--- config.mk ---
export PLATFORM = sky130hd
export DESIGN_NAME = fpga_stream_source
export DESIGN_NICKNAME = d
export VERILOG_FILES = /design/src/rtl/fpga_stream_source.sv
export SDC_FILE = /design/constraint.sdc
export NUM_CORES = 1
export LEC_CHECK = 0
export ABC_AREA = 1
export BUFFER_PORTS_ARGS = -buffer_cell sky130_fd_sc_hd__buf_2
export CAP_MARGIN = 20
export CORE_MARGIN = 2
export CORE_UTILIZATION = 25
export CTS_CLUSTER_SIZE = 10
export DETAILED_ROUTE_END_ITERATION = 10
export GPL_TIMING_DRIVEN = 1
export RECOVER_POWER = 50
export SLEW_MARGIN = 30
export SYNTH_ARGS = -nofsm -noshare
export SYNTH_HDL_FRONTEND = slang
export SYNTH_SLANG_ARGS = --single-unit
--- constraint.sdc ---
create_clock -name clk -period 2.74 [get_ports clk]
set_clock_uncertainty 0.2 [all_clocks]
set_input_delay 0.274 -clock clk [delete_from_list [all_inputs] [get_ports clk]]
set_output_delay 0.274 -clock clk [all_outputs]
set_load 0.005 [all_outputs]
--- src/rtl/fpga_stream_source.sv ---
// fpga_stream_source: Avalon-MM register window over a RAM with an AXI4-Stream dump port.
// Optional FPGA_STREAM_SRC_PATTERN_EN replaces RAM data with a counting pattern during dumps.
module fpga_stream_source #(
   parameter int DATA_W = 8,
   parameter int ADDR_W = 5,
   parameter int CNT_W  = 16
) (
   input  logic              clk,
   input  logic              reset_n,
   input  logic [2:0]        avs_address,
   input  logic              avs_chipselect,
   input  logic              avs_write_n,
   input  logic [31:0]       avs_writedata,
   output logic [31:0]       avs_readdata,
   output logic [DATA_W-1:0] axis4_m_tdata,
   output logic              axis4_m_tvalid,
   output logic              axis4_m_tlast,
   input  logic              axis4_m_tready
);
   typedef enum logic [1:0] {IDLE = 2'd0, RD = 2'd1, DUMP = 2'd2, FLUSH = 2'd3} state_t;
   localparam logic [ADDR_W:0] DEPTH_L = {1'b1, {ADDR_W{1'b0}}};
`ifdef FPGA_STREAM_SRC_PATTERN_EN
   localparam logic [31:0] CTRL_MASK = 32'h8000_000f;
`else
   localparam logic [31:0] CTRL_MASK = 32'h8000_0007;
`endif
   state_t            state_q, state_d;
   logic [31:0]       ctrl_q, ctrl_d;
   logic              done_q, done_d, aborted_q, aborted_d;
   logic [ADDR_W-1:0] addr_q, addr_d, cur_q, cur_d;
   logic [DATA_W-1:0] wdata_q, wdata_d, rdata_q, rdata_d, tdata_q, tdata_d, src;
   logic [ADDR_W:0]   len_q, len_d, rem_q, rem_d, len_eff;
   logic [CNT_W-1:0]  beats_q, beats_d;
   logic              tvalid_q, tvalid_d, tlast_q, tlast_d;
   logic              go, busy, wr, accept, abort, load, ram_we;
   logic [DATA_W-1:0] mem [2**ADDR_W];
`ifdef FPGA_STREAM_SRC_PATTERN_EN
   logic              pat_q, pat_d;
   logic [DATA_W-1:0] pcnt_q, pcnt_d;
   assign src = pat_q ? pcnt_q : mem[cur_q];
`else
   assign src = mem[cur_q];
`endif
   assign go      = ctrl_q[0];
   assign busy    = state_q != IDLE;
   assign wr      = avs_chipselect && !avs_write_n;
   assign accept  = tvalid_q && axis4_m_tready;
   assign abort   = state_q == DUMP && go && ctrl_q[2:1] == 2'b11;
   assign len_eff = len_q > DEPTH_L ? DEPTH_L : len_q;
   assign axis4_m_tdata  = tdata_q;
   assign axis4_m_tvalid = tvalid_q;
   assign axis4_m_tlast  = tlast_q;
   always_comb begin
      state_d   = state_q;
      ctrl_d    = ctrl_q & ~32'h8000_0001;
      done_d    = done_q;
      aborted_d = aborted_q;
      addr_d    = addr_q;
      wdata_d   = wdata_q;
      len_d     = len_q;
      rdata_d   = rdata_q;
      cur_d     = cur_q;
      rem_d     = rem_q;
      tdata_d   = tdata_q;
      tvalid_d  = tvalid_q;
      tlast_d   = tlast_q;
      ram_we    = 1'b0;
      load      = 1'b0;
`ifdef FPGA_STREAM_SRC_PATTERN_EN
      pat_d     = pat_q;
      pcnt_d    = pcnt_q;
`endif
      if (wr && avs_address == 3'd0 && (!busy || avs_writedata[2:1] == 2'b11))
         ctrl_d = avs_writedata & CTRL_MASK;
      if (wr && avs_address == 3'd2) addr_d = avs_writedata[ADDR_W-1:0];
      if (wr && avs_address == 3'd3) wdata_d = avs_writedata[DATA_W-1:0];
      if (wr && avs_address == 3'd4) len_d = avs_writedata[ADDR_W:0];
      beats_d = ctrl_q[31] ? '0 : beats_q + CNT_W'(accept);
      case (state_q)
         IDLE: if (go && ctrl_q[2:1] != 2'b11) begin
            done_d    = ctrl_q[2:1] == 2'b01 || (ctrl_q[2:1] == 2'b10 && len_eff == '0);
            aborted_d = 1'b0;
            cur_d     = addr_q;
            rem_d     = len_eff;
            ram_we    = ctrl_q[2:1] == 2'b01;
            state_d   = ctrl_q[2:1] == 2'b00 ? RD : (ctrl_q[2:1] == 2'b10 && len_eff != '0) ? DUMP : IDLE;
`ifdef FPGA_STREAM_SRC_PATTERN_EN
            pat_d     = ctrl_q[3];
            pcnt_d    = wdata_q;
`endif
         end
         RD: begin
            rdata_d = mem[cur_q];
            done_d  = 1'b1;
            state_d = IDLE;
         end
         default: if (accept && tlast_q) begin
            tvalid_d  = 1'b0;
            tlast_d   = 1'b0;
            done_d    = 1'b1;
            aborted_d = state_q == FLUSH;
            state_d   = IDLE;
         end else begin
            // Output register doubles as the prefetch stage: refill on first entry or on each accept.
            load = state_q == DUMP && (!tvalid_q || accept);
            if (load) begin
               tdata_d  = src;
               tvalid_d = 1'b1;
               tlast_d  = rem_q == (ADDR_W+1)'(1) || abort;
               cur_d    = cur_q + ADDR_W'(1);
               rem_d    = rem_q - (ADDR_W+1)'(1);
`ifdef FPGA_STREAM_SRC_PATTERN_EN
               pcnt_d   = pcnt_q + DATA_W'(1);
`endif
            end else if (abort) tlast_d = 1'b1;
            if (abort) state_d = FLUSH;
         end
      endcase
   end
   always_ff @(posedge clk) begin
      if (!reset_n) begin
         state_q   <= IDLE;
         ctrl_q    <= '0;
         done_q    <= 1'b0;
         aborted_q <= 1'b0;
         addr_q    <= '0;
         wdata_q   <= '0;
         len_q     <= '0;
         rdata_q   <= '0;
         cur_q     <= '0;
         rem_q     <= '0;
         beats_q   <= '0;
         tdata_q   <= '0;
         tvalid_q  <= 1'b0;
         tlast_q   <= 1'b0;
`ifdef FPGA_STREAM_SRC_PATTERN_EN
         pat_q     <= 1'b0;
         pcnt_q    <= '0;
`endif
      end else begin
         state_q   <= state_d;
         ctrl_q    <= ctrl_d;
         done_q    <= done_d;
         aborted_q <= aborted_d;
         addr_q    <= addr_d;
         wdata_q   <= wdata_d;
         len_q     <= len_d;
         rdata_q   <= rdata_d;
         cur_q     <= cur_d;
         rem_q     <= rem_d;
         beats_q   <= beats_d;
         tdata_q   <= tdata_d;
         tvalid_q  <= tvalid_d;
         tlast_q   <= tlast_d;
`ifdef FPGA_STREAM_SRC_PATTERN_EN
         pat_q     <= pat_d;
         pcnt_q    <= pcnt_d;
`endif
      end
   end
   always_ff @(posedge clk) if (ram_we) mem[addr_q] <= wdata_q;
   always_comb
      case (avs_address)
         3'd0:    avs_readdata = ctrl_q;
         3'd1:    avs_readdata = {27'd0, aborted_q, state_q, done_q, busy};
         3'd2:    avs_readdata = 32'(addr_q);
         3'd3:    avs_readdata = 32'(wdata_q);
         3'd4:    avs_readdata = 32'(len_q);
         3'd5:    avs_readdata = 32'(rdata_q);
         3'd6:    avs_readdata = 32'(beats_q);
         default: avs_readdata = 32'({cur_q, rem_q, state_q});
      endcase
endmodule

# Word-level counts from Yosys, hierarchy flattened
# Memory sizes are Yosys's and may differ from the RTL's. A register that Yosys moved wholly into a read port is not among the register bits.
# Cells that the tools add are included.
[word_totals] reg_bits=72 out_inout_bits=42 ram_bits=256 word_cells=117 inputBits=40 memories=1
[classes] eq_ne=17 n_addsub=3 n_reduce_logical=43 magnitude_cmp=1 n_mux=33 bitwise_logic=4
[memory_table] name="mem" depth=32 word_bits=8 read_ports=1 rd_clocked_by_memory_dff=1 wr=1 line="36" text="logic [DATA_W-1:0] mem [2**ADDR_W];"
[ops] cell="32-bit case mux with 7 select lines" n=1
[ops] cell="5-bit two-way mux" n=5
[ops] cell="6-bit two-way mux" n=4
[ops] cell="16-bit by 1-bit adder with 16-bit output" n=1
[ops] cell="1-bit logical AND" n=14
[ops] cell="1-bit two-way mux" n=13
[ops] cell="6-bit case mux with 2 select lines" n=1
[ops] cell="2-bit equality test, second input constant" n=5
[ops] cell="2-bit two-way mux" n=5
[ops] cell="5-bit case mux with 2 select lines" n=1
[ops] cell="2-bit AND reduction" n=5
[ops] cell="3-bit equality test, second input constant" n=3
[ops] cell="2-bit nonzero test" n=4
[ops] cell="3-bit by 2-bit equality test with 1-bit output, second input constant" n=2
[ops] cell="6-bit by 1-bit equality test with 1-bit output, second input constant" n=1
[ops] cell="6-bit greater-than comparator, second input constant" n=1
[ops] cell="6-bit zero test" n=1
[ops] cell="3-bit AND reduction" n=2
[ops] cell="3-bit nonzero test" n=2
[ops] cell="6-bit nonzero test" n=1
[ops] cell="6-bit by 1-bit subtractor with 6-bit output, second input constant" n=1
[ops] cell="5-bit by 1-bit adder with 5-bit output, second input constant" n=1
[ops] cell="2-bit by 1-bit equality test with 1-bit output, second input constant" n=2
[ops] cell="2-bit zero test" n=2
[ops] cell="other kinds (12)" n=23

# Logic depth before layout (Yosys ltp)
# Gate-level depths: netlist of run 1.
[logic_depth] word_depth=8 depth_mapped=11 ltp_nobuf=11

# Least setup slack after synthesis of run 1
# No wires, ideal clock.
[synth_path] path_kind="register to register" start="reg state_q[1]" end="mem mem[24][0], enable pin" arrival_time_ns=1.453 path_buffers=1 path_stages_with_launch=7 setup_slack_ns=0.717 period_less_slack_ns=2.023 cell_sequence="dfxtp_1 -> nor2_2 -> buf_4 -> nand3_1 -> nor2_1 -> nand3_1 -> nor2_1"
[synth_via] elab_chain_cells=4
[synth_lines] element="from (decl)" line="27" text="state_t state_q, state_d;"
[synth_lines] element="from (signal assigned)" line="141" text="state_q <= state_d;"
[synth_lines] element="2-bit zero test" line="79" text="case (state_q)"
[synth_lines] element="1-bit two-way mux" line="79"
[synth_lines] element="1-bit two-way mux" line="161" text="always_ff @(posedge clk) if (ram_we) mem[addr_q] <= wdata_q;"
[synth_lines] element="1-bit two-way mux (not written as such)" line="161"
[synth_lines] element="to (decl)" line="36"
# Every way passes these cells.

# Final worst setup path of run 1
[layout_path] start="reg wdata_q[6]" end="out avs_readdata[6]"
[layout_via] elab_chain_cells=1
[layout_lines] element="from (decl)" line="31" text="logic [DATA_W-1:0] wdata_q, wdata_d, rdata_q, rdata_d, tdata_q, tdata_d, src;"
[layout_lines] element="from (signal assigned)" line="146" text="wdata_q <= wdata_d;"
[layout_lines] element="32-bit case mux with 7 select lines" line="163" text="case (avs_address)"
[layout_lines] element="to (decl)" line="14" text="output logic [31:0] avs_readdata,"
# Every way passes these cells.

==> results.sh, run 1 <==
export IMPL_status="complete, but fails checks"
export IMPL_violations="max-capacitance violations, max-slew violations"
export IMPL_timing_final_max_slew_violations=170
export IMPL_max_stage_delay_ns=0.64
export IMPL_unique_masters_post_synth=37
export IMPL_synth_yosys_seq_area_share=0.6537
export IMPL_maximum_number_of_pins_on_one_net_before_global_route_repair=111
export IMPL_n_antenna_cell=0
export IMPL_timing_hold_violations_final=0
export IMPL_final_common_cell="nand2_1"
export IMPL_numPlacedInstances=2184
export IMPL_filler_cell_count=5779
export IMPL_grt_antenna_before_repair=0
export IMPL_clockBufferDepth=3
export IMPL_drt_wl_total_um=35860
export IMPL_min_period_ns=2.389
export IMPL_vias_post_dr=10185
export IMPL_max_freq_mhz=418.6
export IMPL_critPathSlowestCell="clkbuf_1"
export IMPL_power_leakage_nw=5.824
export IMPL_min_to="beats_q[0]$_SDFF_PP0_"
export IMPL_setup_repair_after_global_routing_missed_its_margin="false"
export IMPL_critical_path_class="flop to output pin"
export IMPL_synth_main_ff_cell="edfxtp_1"
export IMPL_p_per_area_mw_per_mm2=623.3
export IMPL_met2_usage=0.1946
export IMPL_finalSetupViolations=0
export IMPL_globalRouteMet1Util=0.1642
export IMPL_clock_tree_htree_level_count=2
export IMPL_viasPerCell=4.523
export IMPL_globalRoute_totalOverflow=0
export IMPL_async_flop_share=0
export IMPL_irDropWorstVdd_mv=0.4287
export IMPL_placed_area_sq_mm=0.01529
export IMPL_drt_iter0_drc=944
export IMPL_insertion_delay_to_the_later_sink_of_the_worst_skew_pair_ns=0.52
export IMPL_holdCritStartpoint="axis4_m_tready"
export IMPL_timing_critical_path_from_type="flop"
export IMPL_dp_worst_setup_slack_ns=0.5246
export IMPL_critPathCaptureType="output pin"
export IMPL_r2r_start="wdata_q[0]$_SDFFE_PN0P_"
export IMPL_drt_pass1_iter_count=5
export IMPL_fp_dieW_um=241.6
export IMPL_globalRoute_busiestLayer="met2"
export IMPL_r2r_setup_slack_ns=0.38
export IMPL_hp_class="input pin to flop"
export IMPL_fin_nets=1525
export IMPL_finalInstanceArea_sq_mm=0.01643
export IMPL_wl_per_cell_um=15.92
export IMPL_count_of_boundary_i_o_pins=82
export IMPL_max_cap_viol_count=5
export IMPL_die_y_um=241.6
export IMPL_post_route_util=0.2930
export IMPL_layout_common_cells="nand2_1, edfxtp_1, nand3_1"
export IMPL_syn_to_final_growth_pct=16.36
export IMPL_layout_drive_gt1_share=0.09024
export IMPL_min_path_cells=6
export IMPL_io_buffers=43
export IMPL_placeableCoreArea_sq_mm=0.05606
export IMPL_synth_ff_latch_count=333
export IMPL_synthesized_instance_count=1396
export IMPL_numCtsBuffers=39
export IMPL_fin_cells=2252
export IMPL_cts_clk_pin_slew_worst_paths_ns=0.05
export IMPL_whs_ns=0.01852
export IMPL_root_buffer="clkbuf_16"
export IMPL_critical_path_peak_fanout=13
export IMPL_rr_worst_depth=3
export IMPL_cts_repair_resize_count=0
export IMPL_cp_arrival_ns=1.92
export IMPL_cts_tree="yes"
export IMPL_clock_net_sink_count=333
export IMPL_syn_avg_cell_area_sq_um=10.11
export IMPL_die_area_sq_mm=0.05839
export IMPL_crit_chain="clkbuf_1 > a21oi_1 > o21ai_0 > buf_2"
export IMPL_grt_met3_usage=0.01865
export IMPL_crit_reg2reg_capture="wdata_q[0]$_SDFFE_PN0P_"
export IMPL_place_detailed_hpwl_um=22620
export IMPL_worst_ep_required_ns=2.27
export IMPL_post_route_worst_setup_slack_ns=0.3509
export IMPL_cp_num_buf_inv=2
export IMPL_detail_route_antenna_nets=0
export IMPL_post_layout_total_power_mw=10.24
export IMPL_gp_congestion=0.8507
export IMPL_route_detailed_drc=0
export IMPL_initial_core_util=0.2518
export IMPL_global_routing_usage_summed_across_all_routing_layers=0.1200
export IMPL_max_slew_margin=-0.2146
export IMPL_path_delay_family="buffers and inverters"
export IMPL_min_period_over_period=0.8719
export IMPL_syn_area_sq_mm=0.01412
export IMPL_tightestPinTransition_ns=1.822
export IMPL_synth_enable_flop_cells=256
export IMPL_setup_tns_final_ns=0
export IMPL_ys_warnings_count=0
export IMPL_grt_pass1_vias=9766
export IMPL_rows=87
export IMPL_grt_pass1_wl_um=55770
export IMPL_post_cts_setup_driven_buffer_insertion_count=0
area by class of cell:
cell class	count	area, sq um	area share
clock inverter	1	5.005	0.0003047
clock buffer	56	1082	0.06588
sequential	333	9234	0.5621
multi-input combinational	929	4144	0.2523
inverter	68	256.5	0.01561
timing repair buffer	109	759.5	0.04623
tap	756	945.9	0.05758
cell usage after synthesis (2+ instances only):
library cell | number | area (sq um)
buf_1 | 5 | 18.77
buf_2 | 15 | 75.07
ha_1 | 5 | 62.56
inv_1 | 63 | 236.5
o211ai_1 | 3 | 22.52
nor2_2 | 3 | 18.77
nand4_1 | 5 | 31.28
xor2_1 | 3 | 26.28
o21a_1 | 2 | 15.01
nor2_1 | 93 | 349.1
dfxtp_1 | 77 | 1541
o21ai_0 | 74 | 370.4
inv_2 | 5 | 18.77
nor3_1 | 11 | 55.05
a221oi_1 | 4 | 35.03
buf_6 | 11 | 123.9
a22oi_1 | 2 | 15.01
nand2_2 | 2 | 12.51
a21oi_1 | 62 | 310.3
edfxtp_1 | 256 | 7687
o22ai_1 | 8 | 50.05
nand2_1 | 397 | 1490
a211oi_1 | 4 | 30.03
buf_4 | 32 | 240.2
nand3_1 | 226 | 1131
clkbuf_1 | 17 | 63.81
worst max path at each step:
| stage | endpoint | cells after the start | start |
|---|---|---|---|
| 4_1_cts | avs_readdata[7] | 3 | wdata_q[7]$_SDFFE_PN0P_ |
| 6_report | avs_readdata[6] | 4 | wdata_q[6]$_SDFFE_PN0P_ |
| 5_1_grt | avs_readdata[6] | 4 | wdata_q[6]$_SDFFE_PN0P_ |
| 3_3_place_gp | avs_readdata[1] | 7 | avs_address[0] |
| 2_1_floorplan | mem[24][0]$_DFFE_PP_ | 6 | state_q[1]$_SDFFE_PN0P_ |
| 3_5_place_dp | mem[27][7]$_DFFE_PP_ | 7 | ctrl_q[1]$_SDFFE_PN0P_ |
report_power, final:
part           internal [mW]  switching [mW]  leakage [nW]
Sequential              5.41          0.0215          2.70
Clock                   2.70            1.85         0.527
Combinational         0.0731           0.186          2.60
kinds of logic (layout without fill, tap and decap cells):
group | Yosys count | in the layout | share of synthesized area
buf+inv | 148 | 234 | 0.05504
compound gates | 163 | 163 | 0.06240
simple gates | 742 | 742 | 0.2217
flops | 333 | 333 | 0.6537
other cells | 1 | 15 | 0.0002656
fa+ha+maj | 5 | 5 | 0.004431
xor+xnor | 4 | 4 | 0.002482
worst min-delay path: cells and delay by family:
kind                     cells  cell delay [ns]
adder cells (fa/ha/maj)      1             0.12
buffers and inverters        3             0.18
AND/OR/NAND/NOR              2             0.12
flip-flops by register name, summed over array words and instances, names as in the netlist, 2 cells and up, named ones only:
register,cells
addr_q,5
wdata_q,8
mem,256
len_q,6
beats_q,16
rem_q,6
state_q,2
rdata_q,8
ctrl_q,4
cur_q,5
axis4_m_tdata,8
repair_timing:
item	4_1_cts	5_1_grt
hold endpoints to repair	23	0
hold buffers	11	0
endpoints found under the setup margin	0	0
routing by layer:
layer	vias to the layer above	wire length [um]
li1	4946	-
met1	4838	15930
met2	341	16810
met3	60	2216
met4	0	909
met5	-	0
(Power assumes the default switching activity.)
==> inputs of run 2 (changes only) <==
CORE_ASPECT_RATIO = 1.1   (was unset)
==> run 2 against run 1 <==
Effect of this change:
- the flow still finishes with violations (max-capacitance violations, max-slew violations)
- non-clock buffer count grew 1
- critical path type is now flop to flop
- sequential power about the same
- wire length decreased by 1.5%
- critical endpoint is now mem[24][5]$_DFFE_PP_
- via count is 1.1% lower
==> results.sh, run 2 (synthesis results as in run 1) <==
export IMPL_placed_area_sq_mm=0.01525
export IMPL_numCtsBuffers=39
export IMPL_timing_final_max_slew_violations=234
export IMPL_dr_wl_met3_um=1928
export IMPL_crit_top_cell="nor2_1"
export IMPL_root_buffer="clkbuf_16"
export IMPL_cts_tree="yes"
export IMPL_irDropWorstVdd_mv=0.4060
export IMPL_viasPerCell=4.499
export IMPL_io_buffers=43
export IMPL_placeableCoreArea_sq_mm=0.05590
export IMPL_clockBufferDepth=3
export IMPL_cp_arrival_ns=2.45
export IMPL_numPlacedInstances=2172
export IMPL_grt_antenna_before_repair=0
export IMPL_initial_core_util=0.2525
export IMPL_clock_net_sink_count=333
export IMPL_globalRoute_totalOverflow=0
export IMPL_timing_hold_violations_final=0
export IMPL_n_antenna_cell=0
export IMPL_syn_to_final_growth_pct=16.12
export IMPL_largest_registers="mem: 256 flops, beats_q: 16 flops"
export IMPL_vias_post_dr=10073
export IMPL_min_period_ns=2.417
export IMPL_cts_clk_pin_slew_worst_paths_ns=0.05
export IMPL_setup_tns_final_ns=0
export IMPL_post_route_worst_setup_slack_ns=0.3227
export IMPL_critical_path_class="flop to flop"
export IMPL_gp_congestion=0.8917
export IMPL_filler_cell_count=5781
export IMPL_p_per_area_mw_per_mm2=624.9
export IMPL_rows=91
export IMPL_whs_ns=0.009425
export IMPL_status="complete, but fails checks"
export IMPL_finalSetupViolations=0
export IMPL_finalInstanceArea_sq_mm=0.01639
export IMPL_dr_wl_met2_um=17170
export IMPL_layout_common_cells="nand2_1, edfxtp_1, nand3_1"
export IMPL_drt_pass1_iter_count=5
export IMPL_max_freq_mhz=413.7
export IMPL_final_common_cell="nand2_1"
export IMPL_clock_tree_htree_level_count=2
export IMPL_worst_ep_required_ns=2.77
export IMPL_max_slew_margin=-0.2280
export IMPL_post_cts_setup_driven_buffer_insertion_count=0
export IMPL_wl_per_cell_um=15.78
export IMPL_wl_met1_um=14740
export IMPL_max_stage_delay_ns=0.45
export IMPL_max_cap_viol_count=7
export IMPL_layout_drive_gt1_share=0.08963
export IMPL_hp_class="input pin to flop"
export IMPL_place_detailed_hpwl_um=22230
export IMPL_global_routing_usage_summed_across_all_routing_layers=0.1199
export IMPL_path_delay_family="simple AND/OR/NAND/NOR gates"
export IMPL_min_period_over_period=0.8822
export IMPL_drt_wl_total_um=35330
export IMPL_die_y_um=253.2
export IMPL_critical_path_peak_fanout=8
export IMPL_count_of_boundary_i_o_pins=82
export IMPL_top_layer_used="met4"
export IMPL_insertion_delay_to_the_later_sink_of_the_worst_skew_pair_ns=0.53
export IMPL_setup_repair_after_global_routing_missed_its_margin="false"
export IMPL_dp_worst_setup_slack_ns=0.3776
export IMPL_cts_repair_resize_count=0
export IMPL_critPathCaptureType="flop"
export IMPL_crit_chain="nand2_1 > inv_1 > nor2_1 > nand3_1 > nor2_1 > nand3_1 > nor2_1 > buf_4"
export IMPL_largest_register_ff_count=256
export IMPL_violations="max-capacitance violations, max-slew violations"
export IMPL_die_area_sq_mm=0.05839
export IMPL_largest_register="mem"
export IMPL_grt_pass1_vias=9949
export IMPL_grt_pass1_wl_um=54700
export IMPL_detail_route_antenna_nets=0
export IMPL_tightestPinTransition_ns=1.842
export IMPL_maximum_number_of_pins_on_one_net_before_global_route_repair=90
export IMPL_cp_num_buf_inv=2
export IMPL_fp_dieW_um=230.6
export IMPL_power_leakage_nw=5.808
export IMPL_fin_nets=1526
export IMPL_timing_critical_path_from_type="flop"
export IMPL_critPathSlowestCell="nor2_1"
export IMPL_drt_iter0_drc=765
export IMPL_fin_cells=2239
export IMPL_route_detailed_drc=0
==> run 2: metrics by stage <==
step | util | power (mW)
3_5_place_dp | 0.2728 | 5.776
5_1_grt | 0.2932 | 10.56
6_report | 0.2932 | 10.24
4_1_cts | 0.2943 | 10.35
2_1_floorplan | - | 5.696
3_3_place_gp | 0.2728 | 5.772
==> run 2: worst paths after layout <==
check,slack (ns),depth (start not counted),from,end
max,0.32,8,ctrl_q[2]$_SDFFE_PN0P_,mem[24][5]$_DFFE_PP_
min,0.009,6,axis4_m_tready,beats_q[0]$_SDFF_PP0_
max reg2reg,0.32,8,ctrl_q[2]$_SDFFE_PN0P_,mem[24][5]$_DFFE_PP_
min reg2reg,0.30,2,beats_q[13]$_SDFF_PP0_,beats_q[13]$_SDFF_PP0_
==> run 2: timing repair <==
| item | CTS | global route |
|---|---|---|
| endpoints found under the hold margin | 23 | 0 |
| setup endpoints to repair | 0 | 0 |
| hold buffers | 12 | 0 |
==> run 2: final cells by class <==
cell class	instances	area (sq um)	share of cell area
Clock inverter	1	7.507	0.0004579
Multi-Input combinational cell	929	4144	0.2528
Inverter	68	256.5	0.01565
Clock buffer	54	1075	0.06556
Sequential cell	333	9234	0.5633
Timing Repair Buffer	110	745.7	0.04549
Tap cell	744	930.9	0.05679
==> run 2: report_power, final <==
group	switching [mW]	internal, mW
registers	0.0169	5.41
logic	0.185	0.0724
clock network	1.87	2.69
==> run 2: worst min-delay path, stage by stage <==
cell	delay (ns)
buf_2	0.09
nand2_1	0.04
inv_1	0.06
ha_1	0.12
inv_1	0.03
nor2_1	0.08
==> run 2: routing by layer <==
metal / up-vias / global-route usage
li1: 4942 / -
met3: 90 / 0.01937
met4: 0 / 0.05714
met2: 295 / 0.2097
met1: 4746 / 0.1434
met5: - / 0
